$ cat src/rtl/sys_pkg.sv
// Shared types and defaults for the HPS download controller: FSM state
// encoding, default sizing, and the address range test.
package sys_pkg;

  typedef enum logic [1:0] {
    ST_IDLE  = 2'd0,
    ST_LOAD  = 2'd1,
    ST_DRAIN = 2'd2,
    ST_HOLD  = 2'd3
  } dn_state_e;

  localparam int DEF_RESET_HOLD = 16;
  localparam int DEF_ADDR_W     = 17;

  // True when every byte-address bit above the target bus width is zero.
  function automatic logic addr_in_range(input logic [24:0] addr, input int unsigned aw);
    return (addr >> aw) == 25'd0;
  endfunction

endpackage

$ cat src/rtl/dn_loader_ctrl_if.sv
// Loader-side and target-side signals of the download controller.
// master = HPS loader / system wrapper, slave = dn_loader_ctrl.
interface dn_loader_ctrl_if #(
  parameter int ADDR_W = sys_pkg::DEF_ADDR_W
) ();
  logic              ce;
  logic              ioctl_download;
  logic              ioctl_wr;
  logic [24:0]       ioctl_addr;
  logic [7:0]        ioctl_dout;
  logic [7:0]        ioctl_index;
  logic              ioctl_wait;
  logic [ADDR_W-1:0] dn_addr;
  logic [7:0]        dn_data;
  logic [7:0]        dn_index;
  logic              dn_wr;
  logic              sys_reset;
  logic              addr_err;
  logic              overrun;
  logic [ADDR_W:0]   dn_count;

  modport master (
    output ce, ioctl_download, ioctl_wr, ioctl_addr, ioctl_dout, ioctl_index,
    input  ioctl_wait, dn_addr, dn_data, dn_index, dn_wr, sys_reset,
           addr_err, overrun, dn_count
  );

  modport slave (
    input  ce, ioctl_download, ioctl_wr, ioctl_addr, ioctl_dout, ioctl_index,
    output ioctl_wait, dn_addr, dn_data, dn_index, dn_wr, sys_reset,
           addr_err, overrun, dn_count
  );
endinterface

$ cat src/rtl/dn_hold_timer.sv
// Down-counter that times how long the core stays in reset after a download.
// done_o is high on the last cycle of the hold window.
module dn_hold_timer #(
  parameter int RESET_HOLD = sys_pkg::DEF_RESET_HOLD
) (
  input  logic clk_sys,
  input  logic reset,
  input  logic load_i,
  input  logic tick_i,
  output logic done_o
);

  localparam int CW = (RESET_HOLD > 1) ? $clog2(RESET_HOLD) : 1;
  localparam logic [CW-1:0] LOAD_VAL = CW'(RESET_HOLD - 1);

  logic [CW-1:0] cnt_q;

  // Reload on entry to the hold window, then count down to zero and stop.
  always_ff @(posedge clk_sys) begin
    if (reset) begin
      cnt_q <= LOAD_VAL;
    end else if (load_i) begin
      cnt_q <= LOAD_VAL;
    end else if (tick_i && (cnt_q != {CW{1'b0}})) begin
      cnt_q <= cnt_q - CW'(1);
    end else begin
      cnt_q <= cnt_q;
    end
  end

  assign done_o = (cnt_q == {CW{1'b0}});

endmodule

$ cat src/rtl/dn_loader_ctrl.sv
// HPS download controller: buffers one loader byte at a time, replays it to
// the target RAMs on a ce slot, and holds the core in reset around the session.
module dn_loader_ctrl
  import sys_pkg::*;
#(
  parameter int RESET_HOLD = DEF_RESET_HOLD,
  parameter int ADDR_W     = DEF_ADDR_W
) (
  input logic             clk_sys,
  input logic             reset,
  dn_loader_ctrl_if.slave bus
);

  localparam logic [ADDR_W:0] CNT_MAX = {(ADDR_W + 1){1'b1}};

  dn_state_e         state_q, state_d;
  logic              dl_prev_q;
  logic              buf_full_q;
  logic [ADDR_W-1:0] buf_addr_q;
  logic [7:0]        buf_data_q;
  logic [7:0]        buf_index_q;
  logic              wait_q;
  logic              dn_wr_q;
  logic [ADDR_W-1:0] dn_addr_q;
  logic [7:0]        dn_data_q;
  logic [7:0]        dn_index_q;
  logic              sys_reset_q;
  logic              addr_err_q;
  logic              overrun_q;
  logic [ADDR_W:0]   dn_count_q;

  logic dl_rise, wr_load, addr_ok, capture, issue, buf_full_nx;
  logic enter_load, timer_load, timer_done;

  assign dl_rise     = bus.ioctl_download & ~dl_prev_q;
  assign wr_load     = (state_q == ST_LOAD) & bus.ioctl_wr;
  assign addr_ok     = addr_in_range(bus.ioctl_addr, ADDR_W);
  assign capture     = wr_load & addr_ok & ~buf_full_q;
  // dn_wr is registered, so it appears in the cycle after the ce slot that issues it.
  assign issue       = buf_full_q & bus.ce;
  assign buf_full_nx = capture | (buf_full_q & ~issue);
  assign enter_load  = (state_d == ST_LOAD) & (state_q != ST_LOAD);
  assign timer_load  = (state_d == ST_HOLD) & (state_q != ST_HOLD);

  dn_hold_timer #(
    .RESET_HOLD(RESET_HOLD)
  ) u_hold_timer (
    .clk_sys(clk_sys),
    .reset  (reset),
    .load_i (timer_load),
    .tick_i (state_q == ST_HOLD),
    .done_o (timer_done)
  );

  // Session sequencing; a fresh download rise always wins over hold expiry.
  always_comb begin
    state_d = state_q;
    case (state_q)
      ST_IDLE: begin
        if (dl_rise) state_d = ST_LOAD;
        else         state_d = ST_IDLE;
      end
      ST_LOAD: begin
        if (!bus.ioctl_download) state_d = buf_full_nx ? ST_DRAIN : ST_HOLD;
        else                     state_d = ST_LOAD;
      end
      ST_DRAIN: begin
        if (issue) state_d = ST_HOLD;
        else       state_d = ST_DRAIN;
      end
      ST_HOLD: begin
        if (dl_rise)         state_d = ST_LOAD;
        else if (timer_done) state_d = ST_IDLE;
        else                 state_d = ST_HOLD;
      end
      default: state_d = ST_HOLD;
    endcase
  end

  // State, one-entry buffer, target write port and status flags.
  always_ff @(posedge clk_sys) begin
    if (reset) begin
      state_q     <= ST_HOLD;
      dl_prev_q   <= 1'b0;
      buf_full_q  <= 1'b0;
      buf_addr_q  <= {ADDR_W{1'b0}};
      buf_data_q  <= 8'd0;
      buf_index_q <= 8'd0;
      wait_q      <= 1'b0;
      dn_wr_q     <= 1'b0;
      dn_addr_q   <= {ADDR_W{1'b0}};
      dn_data_q   <= 8'd0;
      dn_index_q  <= 8'd0;
      sys_reset_q <= 1'b1;
      addr_err_q  <= 1'b0;
      overrun_q   <= 1'b0;
      dn_count_q  <= {(ADDR_W + 1){1'b0}};
    end else begin
      state_q     <= state_d;
      dl_prev_q   <= bus.ioctl_download;
      buf_full_q  <= buf_full_nx;
      wait_q      <= buf_full_nx;
      sys_reset_q <= (state_d != ST_IDLE);
      dn_wr_q     <= issue;

      if (capture) begin
        buf_addr_q  <= bus.ioctl_addr[ADDR_W-1:0];
        buf_data_q  <= bus.ioctl_dout;
        buf_index_q <= bus.ioctl_index;
      end

      if (issue) begin
        dn_addr_q  <= buf_addr_q;
        dn_data_q  <= buf_data_q;
        dn_index_q <= buf_index_q;
      end

      if (enter_load) begin
        addr_err_q <= 1'b0;
        overrun_q  <= 1'b0;
        dn_count_q <= {(ADDR_W + 1){1'b0}};
      end else begin
        if (wr_load && !addr_ok)    addr_err_q <= 1'b1;
        if (wr_load && buf_full_q)  overrun_q  <= 1'b1;
        if (issue && (dn_count_q != CNT_MAX)) dn_count_q <= dn_count_q + {{ADDR_W{1'b0}}, 1'b1};
      end
    end
  end

  assign bus.ioctl_wait = wait_q;
  assign bus.dn_wr      = dn_wr_q;
  assign bus.dn_addr    = dn_addr_q;
  assign bus.dn_data    = dn_data_q;
  assign bus.dn_index   = dn_index_q;
  assign bus.sys_reset  = sys_reset_q;
  assign bus.addr_err   = addr_err_q;
  assign bus.overrun    = overrun_q;
  assign bus.dn_count   = dn_count_q;

endmodule

$ cat src/flat_wrapper.sv
// flat-port wrapper written by rule: the top's interface ports become plain ports
module dn_loader_ctrl_flat import sys_pkg::*;
#(
  parameter int RESET_HOLD = DEF_RESET_HOLD,
  parameter int ADDR_W     = DEF_ADDR_W
)
  (clk_sys, reset, bus_ce, bus_ioctl_download, bus_ioctl_wr, bus_ioctl_addr, bus_ioctl_dout, bus_ioctl_index, bus_ioctl_wait, bus_dn_addr, bus_dn_data, bus_dn_index, bus_dn_wr, bus_sys_reset, bus_addr_err, bus_overrun, bus_dn_count);
  dn_loader_ctrl_if #(.ADDR_W(ADDR_W)) bus_i ();
  input logic clk_sys;
  input logic reset;
  input wire logic [$bits(bus_i.ce)-1:0] bus_ce;
  input wire logic [$bits(bus_i.ioctl_download)-1:0] bus_ioctl_download;
  input wire logic [$bits(bus_i.ioctl_wr)-1:0] bus_ioctl_wr;
  input wire logic [$bits(bus_i.ioctl_addr)-1:0] bus_ioctl_addr;
  input wire logic [$bits(bus_i.ioctl_dout)-1:0] bus_ioctl_dout;
  input wire logic [$bits(bus_i.ioctl_index)-1:0] bus_ioctl_index;
  output wire logic [$bits(bus_i.ioctl_wait)-1:0] bus_ioctl_wait;
  output wire logic [$bits(bus_i.dn_addr)-1:0] bus_dn_addr;
  output wire logic [$bits(bus_i.dn_data)-1:0] bus_dn_data;
  output wire logic [$bits(bus_i.dn_index)-1:0] bus_dn_index;
  output wire logic [$bits(bus_i.dn_wr)-1:0] bus_dn_wr;
  output wire logic [$bits(bus_i.sys_reset)-1:0] bus_sys_reset;
  output wire logic [$bits(bus_i.addr_err)-1:0] bus_addr_err;
  output wire logic [$bits(bus_i.overrun)-1:0] bus_overrun;
  output wire logic [$bits(bus_i.dn_count)-1:0] bus_dn_count;
  assign bus_i.ce = bus_ce;
  assign bus_i.ioctl_download = bus_ioctl_download;
  assign bus_i.ioctl_wr = bus_ioctl_wr;
  assign bus_i.ioctl_addr = bus_ioctl_addr;
  assign bus_i.ioctl_dout = bus_ioctl_dout;
  assign bus_i.ioctl_index = bus_ioctl_index;
  assign bus_ioctl_wait = bus_i.ioctl_wait;
  assign bus_dn_addr = bus_i.dn_addr;
  assign bus_dn_data = bus_i.dn_data;
  assign bus_dn_index = bus_i.dn_index;
  assign bus_dn_wr = bus_i.dn_wr;
  assign bus_sys_reset = bus_i.sys_reset;
  assign bus_addr_err = bus_i.addr_err;
  assign bus_overrun = bus_i.overrun;
  assign bus_dn_count = bus_i.dn_count;
  dn_loader_ctrl #(.RESET_HOLD(RESET_HOLD), .ADDR_W(ADDR_W)) u_core (.clk_sys(clk_sys), .reset(reset), .bus(bus_i));
endmodule
$ cat config.mk
export PLATFORM = sky130hd
export DESIGN_NAME = dn_loader_ctrl_flat
export DESIGN_NICKNAME = d
export VERILOG_FILES = /design/src/rtl/sys_pkg.sv /design/src/rtl/dn_loader_ctrl_if.sv /design/src/rtl/dn_hold_timer.sv /design/src/rtl/dn_loader_ctrl.sv /design/src/flat_wrapper.sv
export SDC_FILE = /design/constraint.sdc
export NUM_CORES = 1
export LEC_CHECK = 0
export CORE_MARGIN = 5
export CORE_UTILIZATION = 30
export DETAILED_ROUTE_END_ITERATION = 8
export SYNTH_ARGS = -nofsm -noshare
export SYNTH_HDL_FRONTEND = slang
export SYNTH_SLANG_ARGS = --single-unit
$ cat constraint.sdc
create_clock -name clk_sys -period 3.7 [get_ports clk_sys]
set_input_delay 0.555 -clock clk_sys [delete_from_list [all_inputs] [get_ports clk_sys]]
set_output_delay 0.555 -clock clk_sys [all_outputs]
set_load 0.02 [all_outputs]
==> results of run 1 <==
-- final timing paths --
check	startpoint	end	slack (ps)	cells after the start
setup / recovery	bus_ioctl_addr[18]	u_core.u_hold_timer.cnt_q[1]$_SDFFE_PP1P_	1250	6
setup reg to reg	u_core.bus.dn_count[11]$_SDFFE_PP0P_	u_core.bus.dn_count[15]$_SDFFE_PP0P_	1730	5
hold / removal	u_core.buf_index_q[0]$_SDFFE_PP0P_	u_core.bus.dn_index[0]$_SDFFE_PP0P_	450	2
hold reg to reg	u_core.buf_index_q[0]$_SDFFE_PP0P_	u_core.bus.dn_index[0]$_SDFFE_PP0P_	450	2
-- power breakdown --
part	switching, mW	internal [mW]	total, mW	leakage [nW]
logic	0.0430	0.0554	0.0984	0.788
clock network	0.396	0.545	0.941	0.153
registers	0.00540	1.04	1.04	0.774
-- placed cells by master, fill, tap and decap left out, drive strengths merged, types with 2 or more instances in the layout --
| master | count |
|---|---|
| nand2 | 149 |
| clkdlybuf4s50 | 100 |
| dfxtp | 96 |
| a21oi | 81 |
| nor2 | 23 |
| xnor2 | 12 |
| clkbuf | 10 |
| o21ai | 7 |
| and3 | 7 |
| buf | 6 |
| nand2b | 5 |
| nand3 | 5 |
| inv | 5 |
| nand4 | 4 |
| nor4 | 4 |
| clkinv | 4 |
| and2 | 3 |
| and4 | 3 |
| or3 | 3 |
| or4 | 3 |
| a211oi | 3 |
| xor2 | 2 |
| nor2b | 2 |
| a31oi | 2 |
| mux2i | 2 |
| nor3 | 2 |
| ha | 2 |
-- routing by layer --
layer / vias to the layer above / global-route usage
met5: - / 0
met4: 0 / 0.0574
met3: 12 / 0.0256
met2: 68 / 0.225
met1: 1554 / 0.163
li1: 1714 / -
-- tightest hold or removal path, stage by stage, from the launching register on --
cell and delay, ps:
dfxtp_1 310, nand2_1 50, a21oi_1 50
-- logic make-up after synthesis --
| group | count (synthesis) | synth area share |
|---|---|---|
| mux | 2 | 0.00541 |
| buf+inv | 33 | 0.0338 |
| xor+xnor | 14 | 0.0332 |
| flops | 96 | 0.520 |
| fa+ha+maj | 2 | 0.00676 |
| simple gates | 217 | 0.255 |
| compound gates | 100 | 0.146 |
-- registers in the layout, summed over array words and instances (netlist names) --
register / cells
u_core.bus.dn_count: 18
u_core.buf_addr_q: 17
u_core.bus.dn_addr: 17
u_core.buf_data_q: 8
u_core.buf_index_q: 8
u_core.bus.dn_data: 8
u_core.bus.dn_index: 8
u_core.u_hold_timer.cnt_q: 4
u_core.state_q: 2
u_core.buf_full_q: 1
u_core.bus.addr_err: 1
u_core.bus.dn_wr: 1
u_core.bus.overrun: 1
u_core.bus.sys_reset: 1
u_core.dl_prev_q: 1
-- layout make-up --
class                   instances  area, sq um
repair buffers                106         1040
fillers                      1249         6910
flip-flops and latches         96         1920
well taps                     168          210
multi-input cells             335         1660
clock buffers                  10          239
clock inverters                 6         66.3
inverters                       4         15.0
-- per-stage QoR --
stage                util  instances  worst slack (ps)
detailed placement  0.402        709               904
global placement    0.402        709               923
finish              0.427        725              1250
global route        0.427        725              1120
CTS                 0.427        725              1260
floorplan               -        464              1350
==> results.py, run 1 <==
metrics = {
    "worst_setup_path": {
        "crit_fanout": 4,
        "crit_top_cell": "or4_1",
        "cpLargestDelayFamily": "simple AND/OR/NAND/NOR gates",
        "critPathLaunchType": "input pin",
        "path_buf_inv": 1,
        "critPathArrivalTime_ps": 2660,
        "crit_chain": "clkdlybuf4s50_1 > or4_1 > or4_1 > a211oi_2 > o21bai_2 > o211ai_1",
        "crit_path_end_kind": "flip-flop",
        "cp.required_ps": 3910,
        "max_stage_delay_ps": 600,
        "worstSetupPathType": "in2reg",
        "cp_slowest_cell": "or4_1",
    },
    "global_route": {
        "grt_max_degree": 53,
        "grt_pass1_vias": 3263,
        "antenna_found_initial": 0,
        "grt_use_total": 0.133,
        "overflow": 0,
        "grt_pass1_wl_microns": 15900,
    },
    "detailed_routing": {
        "drt_iter0_drc": 148,
        "met3_length_microns": 390,
        "dr.pass1.iters": 4,
        "drcViolationCount": 0,
        "wirelength_microns": 9640,
        "wl_met1_microns": 4380,
        "top_signal_layer_used": "met4",
        "ant_nets": 0,
        "routed_via_density": 4.62,
        "routedWlPerCell_microns": 13.3,
        "num_vias": 3348,
        "met2_length_microns": 4690,
    },
    "clock_network": {
        "cts_hold_repair.buffers": 0,
        "cts_setup_buffers": 0,
        "cts_made_buffers": 9,
        "cts_tree": "built",
        "insertion_delay_ps": 340,
        "h-tree-depth": 3,
        "ctsResizeCount": 0,
        "cts.clk_slew.worst_paths_ps": 70,
        "cts-root-buf": "clkbuf_16",
        "cts_sinks": 96,
        "clock_path_buffers": 2,
    },
    "floorplanning": {
        "start_util": 0.307,
        "die_h_microns": 121,
        "ios": 102,
        "core_sq_um": 12100,
        "die_area_sq_um": 14600,
        "num_rows": 40,
        "die_w_microns": 121,
    },
    "timing": {
        "fin_hold_ws_ps": 449,
        "maxSlewViolCount": 0,
        "hold_viol_final": 0,
        "rsz0062_at_grt": "false",
        "min_period_over_period": 0.661,
        "tightest_slew_ps": 527,
        "fmax_ghz": 0.409,
        "slew_headroom": 0.648,
        "setup_viol": 0,
        "final.setup_skew_ps": 6.51,
        "layout_min_cycle_time_ps": 2450,
        "setup_tns_ps": 0,
    },
    "place": {
        "hpwl_microns": 6650,
        "portBuffers": 101,
        "place.gp.congestion": 0.793,
        "postPlaceCellArea_sq_um": 4850,
    },
    "synth": {
        "syn_inst": 464,
        "ys.flop_type": "dfxtp_1",
        "synth_top_cell_by_area": "dfxtp_1",
        "avgSynthCellArea_sq_um": 7.97,
        "synth_top_area_share": 0.520,
        "async_flop_share": 0,
        "ys_ff_latch": 96,
        "yosys-top-cells-area": "dfxtp_1 (52%), nand2_1 (15%), a21oi_1 (11%)",
        "yosysSeqAreaShare": 0.520,
        "syn_nets": 512,
        "synth_common_cells": "nand2_1 (149), dfxtp_1 (96), a21oi_1 (81)",
        "synth_edf_count": 0,
        "yosysWarningCount": 0,
        "netlist_area_sq_um": 3700,
        "ys_types": 40,
        "synth.most_common_cell": "nand2_1",
    },
    "run_status": {
        "status": "finished clean",
    },
    "final_layout": {
        "antenna_cells": 0,
        "drive_gt1_frac": 0.0503,
        "layout.nets": 600,
        "area_growth_pct": 39.4,
        "fin_area_sq_um": 5160,
    },
    "power": {
        "p_per_area_nw_per_um2": 404,
        "total_power_mw": 2.08,
        "ir_drop_mv": 0.183,
        "p_leak_nw": 1.72,
    },
    "run": {
        "maxCapViolCount": 0,
    },
    "min_path": {
        "hp-class": "reg2reg",
    },
}
(Power assumes the default switching activity.)
==> run 2: changes to the inputs <==
Clock period 3.7 ns to 2.3 ns, I/O delays scaled along.
==> results.py, run 2 (same netlist as run 1, synthesis figures left out) <==
metrics = {
    "place": {
        "portBuffers": 101,
        "hpwl_microns": 6850,
        "place.gp.congestion": 0.815,
    },
    "floorplanning": {
        "core_sq_um": 12100,
        "die_h_microns": 121,
        "start_util": 0.307,
        "die_area_sq_um": 14600,
        "num_rows": 40,
        "die_w_microns": 121,
        "ios": 102,
    },
    "global_route": {
        "grt_pass1_vias": 3341,
        "overflow": 0,
        "grt_max_degree": 51,
        "antenna_found_initial": 0,
        "grt_pass1_wl_microns": 15800,
        "grt_use_total": 0.133,
    },
    "timing": {
        "hold_viol_final": 0,
        "setup_viol": 0,
        "tightest_slew_ps": 506,
        "min_period_over_period": 0.947,
        "layout_min_cycle_time_ps": 2180,
        "rsz0062_at_grt": "false",
        "maxSlewViolCount": 0,
        "slew_headroom": 0.663,
        "final.setup_skew_ps": 7.54,
        "fmax_ghz": 0.459,
    },
    "worst_setup_path": {
        "crit_path_end_kind": "flip-flop",
        "max_stage_delay_ps": 550,
        "crit_fanout": 4,
        "worstSetupStartpoint": "bus_ioctl_addr[22]",
        "cp_slowest_cell": "or4_4",
        "cp.required_ps": 2510,
        "regToRegStartpoint": "u_core.bus.dn_count[11]$_SDFFE_PP0P_",
        "path_buf_inv": 1,
        "critPathLaunchType": "input pin",
        "crit_top_cell": "or4_4",
        "worst-r2r-setup-slack_ps": 340,
        "reg2reg_to": "u_core.bus.dn_count[15]$_SDFFE_PP0P_",
        "ff2ff_path_depth": 5,
        "worstSetupPathType": "in2reg",
        "critPathArrivalTime_ps": 2390,
        "crit_chain": "clkdlybuf4s50_1 > or4_4 > or4_4 > a211oi_4 > o21bai_4 > o211ai_1",
        "cpLargestDelayFamily": "simple AND/OR/NAND/NOR gates",
    },
    "clock_network": {
        "clock_path_buffers": 2,
        "insertion_delay_ps": 330,
        "cts.clk_slew.worst_paths_ps": 70,
        "cts_tree": "built",
        "cts_made_buffers": 9,
        "h-tree-depth": 3,
        "cts_sinks": 96,
        "cts_hold_repair.buffers": 0,
        "cts-root-buf": "clkbuf_16",
    },
    "detailed_routing": {
        "ant_nets": 0,
        "met3_length_microns": 447,
        "top_signal_layer_used": "met4",
        "wirelength_microns": 9660,
        "met2_length_microns": 4720,
        "routedWlPerCell_microns": 13.2,
        "routed_via_density": 4.60,
        "wl_met1_microns": 4310,
        "dr.pass1.iters": 4,
        "drt_iter0_drc": 259,
        "drcViolationCount": 0,
        "num_vias": 3365,
    },
    "final_layout": {
        "layout_commonest_cell": "nand2_1",
        "drive_gt1_frac": 0.0621,
        "antenna_cells": 0,
        "layout.nets": 607,
        "largest_reg_flops": 18,
        "layout_common_cells": "nand2_1 (149), clkdlybuf4s50_1 (100), dfxtp_1 (96), a21oi_1 (81), nor2_1 (23)",
        "final_core_util": 0.433,
        "area_growth_pct": 41.1,
    },
    "min_path": {
        "whs_path_depth": 2,
        "worstHoldStart": "u_core.buf_index_q[2]$_SDFFE_PP0P_",
        "holdPathEnd": "u_core.bus.dn_index[2]$_SDFFE_PP0P_",
        "hp-class": "reg2reg",
    },
    "power": {
        "ir_drop_mv": 0.340,
        "p_per_area_nw_per_um2": 622,
        "total_power_mw": 3.25,
        "p_leak_nw": 1.74,
    },
    "run": {
        "maxCapViolCount": 0,
    },
    "run_status": {
        "status": "finished clean",
    },
}
==> run 2: cell count changes in the layout (fill, tap and decap cells not counted), sizes merged <==
cell | previous run | this run
bufinv | 1 | 0
clkinv | 4 | 2
inv | 5 | 4
clkinvlp | 0 | 2
clkbuf | 10 | 12
buf | 6 | 13
==> run 2: worst min-delay path, cell delays in order (launching register included) <==
cell and delay (ps):
dfxtp_1 310, nand2_1 50, a21oi_1 50
==> run 2: worst max-delay path by stage <==
stage,to,cells after the start
after global placement,u_core.u_hold_timer.cnt_q[1]$_SDFFE_PP1P_,6
after CTS,u_core.u_hold_timer.cnt_q[1]$_SDFFE_PP1P_,6
after detailed placement,u_core.u_hold_timer.cnt_q[1]$_SDFFE_PP1P_,6
after global routing,u_core.u_hold_timer.cnt_q[1]$_SDFFE_PP1P_,6
after floorplan,u_core.u_hold_timer.cnt_q[1]$_SDFFE_PP1P_,6
final,u_core.u_hold_timer.cnt_q[1]$_SDFFE_PP1P_,6
==> run 2: per-stage QoR <==
step | hold WS (ps) | setup WS, ps | cells | setup TNS, ps | area (sq um)
floorplan | 432 | 163 | 464 | 0 | 3700
global placement | 436 | -180 | 716 | -5730 | 4920
detailed placement | 444 | -258 | 716 | -6490 | 4920
CTS | 453 | 91.6 | 732 | 0 | 5200
global route | 467 | 30.0 | 732 | 0 | 5220
finish | 451 | 122 | 732 | 0 | 5220
==> run 2: cell type report <==
class / instances / area (sq um)
Clock buffer: 12 / 256
Clock inverter: 4 / 28.8
Fill cell: 1212 / 6840
Inverter: 4 / 15.0
Multi-Input combinational cell: 335 / 1680
Sequential cell: 96 / 1920
Tap cell: 168 / 210
Timing Repair Buffer: 113 / 1110
==> run 2: what timing repair did <==
action	4_1_cts	5_1_grt
buffers inserted	0	0
resized for setup	0	3
endpoints found under the hold margin	0	0
endpoints found under the setup margin	0	1
==> run 2: routing by layer <==
layer	vias up	global-route usage
met3	13	0.0266
met5	-	0
met1	1556	0.164
met2	69	0.220
li1	1727	-
met4	0	0.0680
==> run 2: report_power, final <==
| group | switching (mW) | leakage, nW | internal [mW] |
|---|---|---|---|
| registers | 0.00924 | 0.774 | 1.67 |
| clock network | 0.609 | 0.135 | 0.792 |
| logic | 0.0724 | 0.826 | 0.0922 |
| total | 0.691 | 1.74 | 2.56 |
==> run 3: changes to the inputs <==
Settings changed: GPL_ROUTABILITY_DRIVEN set to 0.
==> results of run 3 <==
No change in the layout: final DEF, timing and power equal those of run 2.
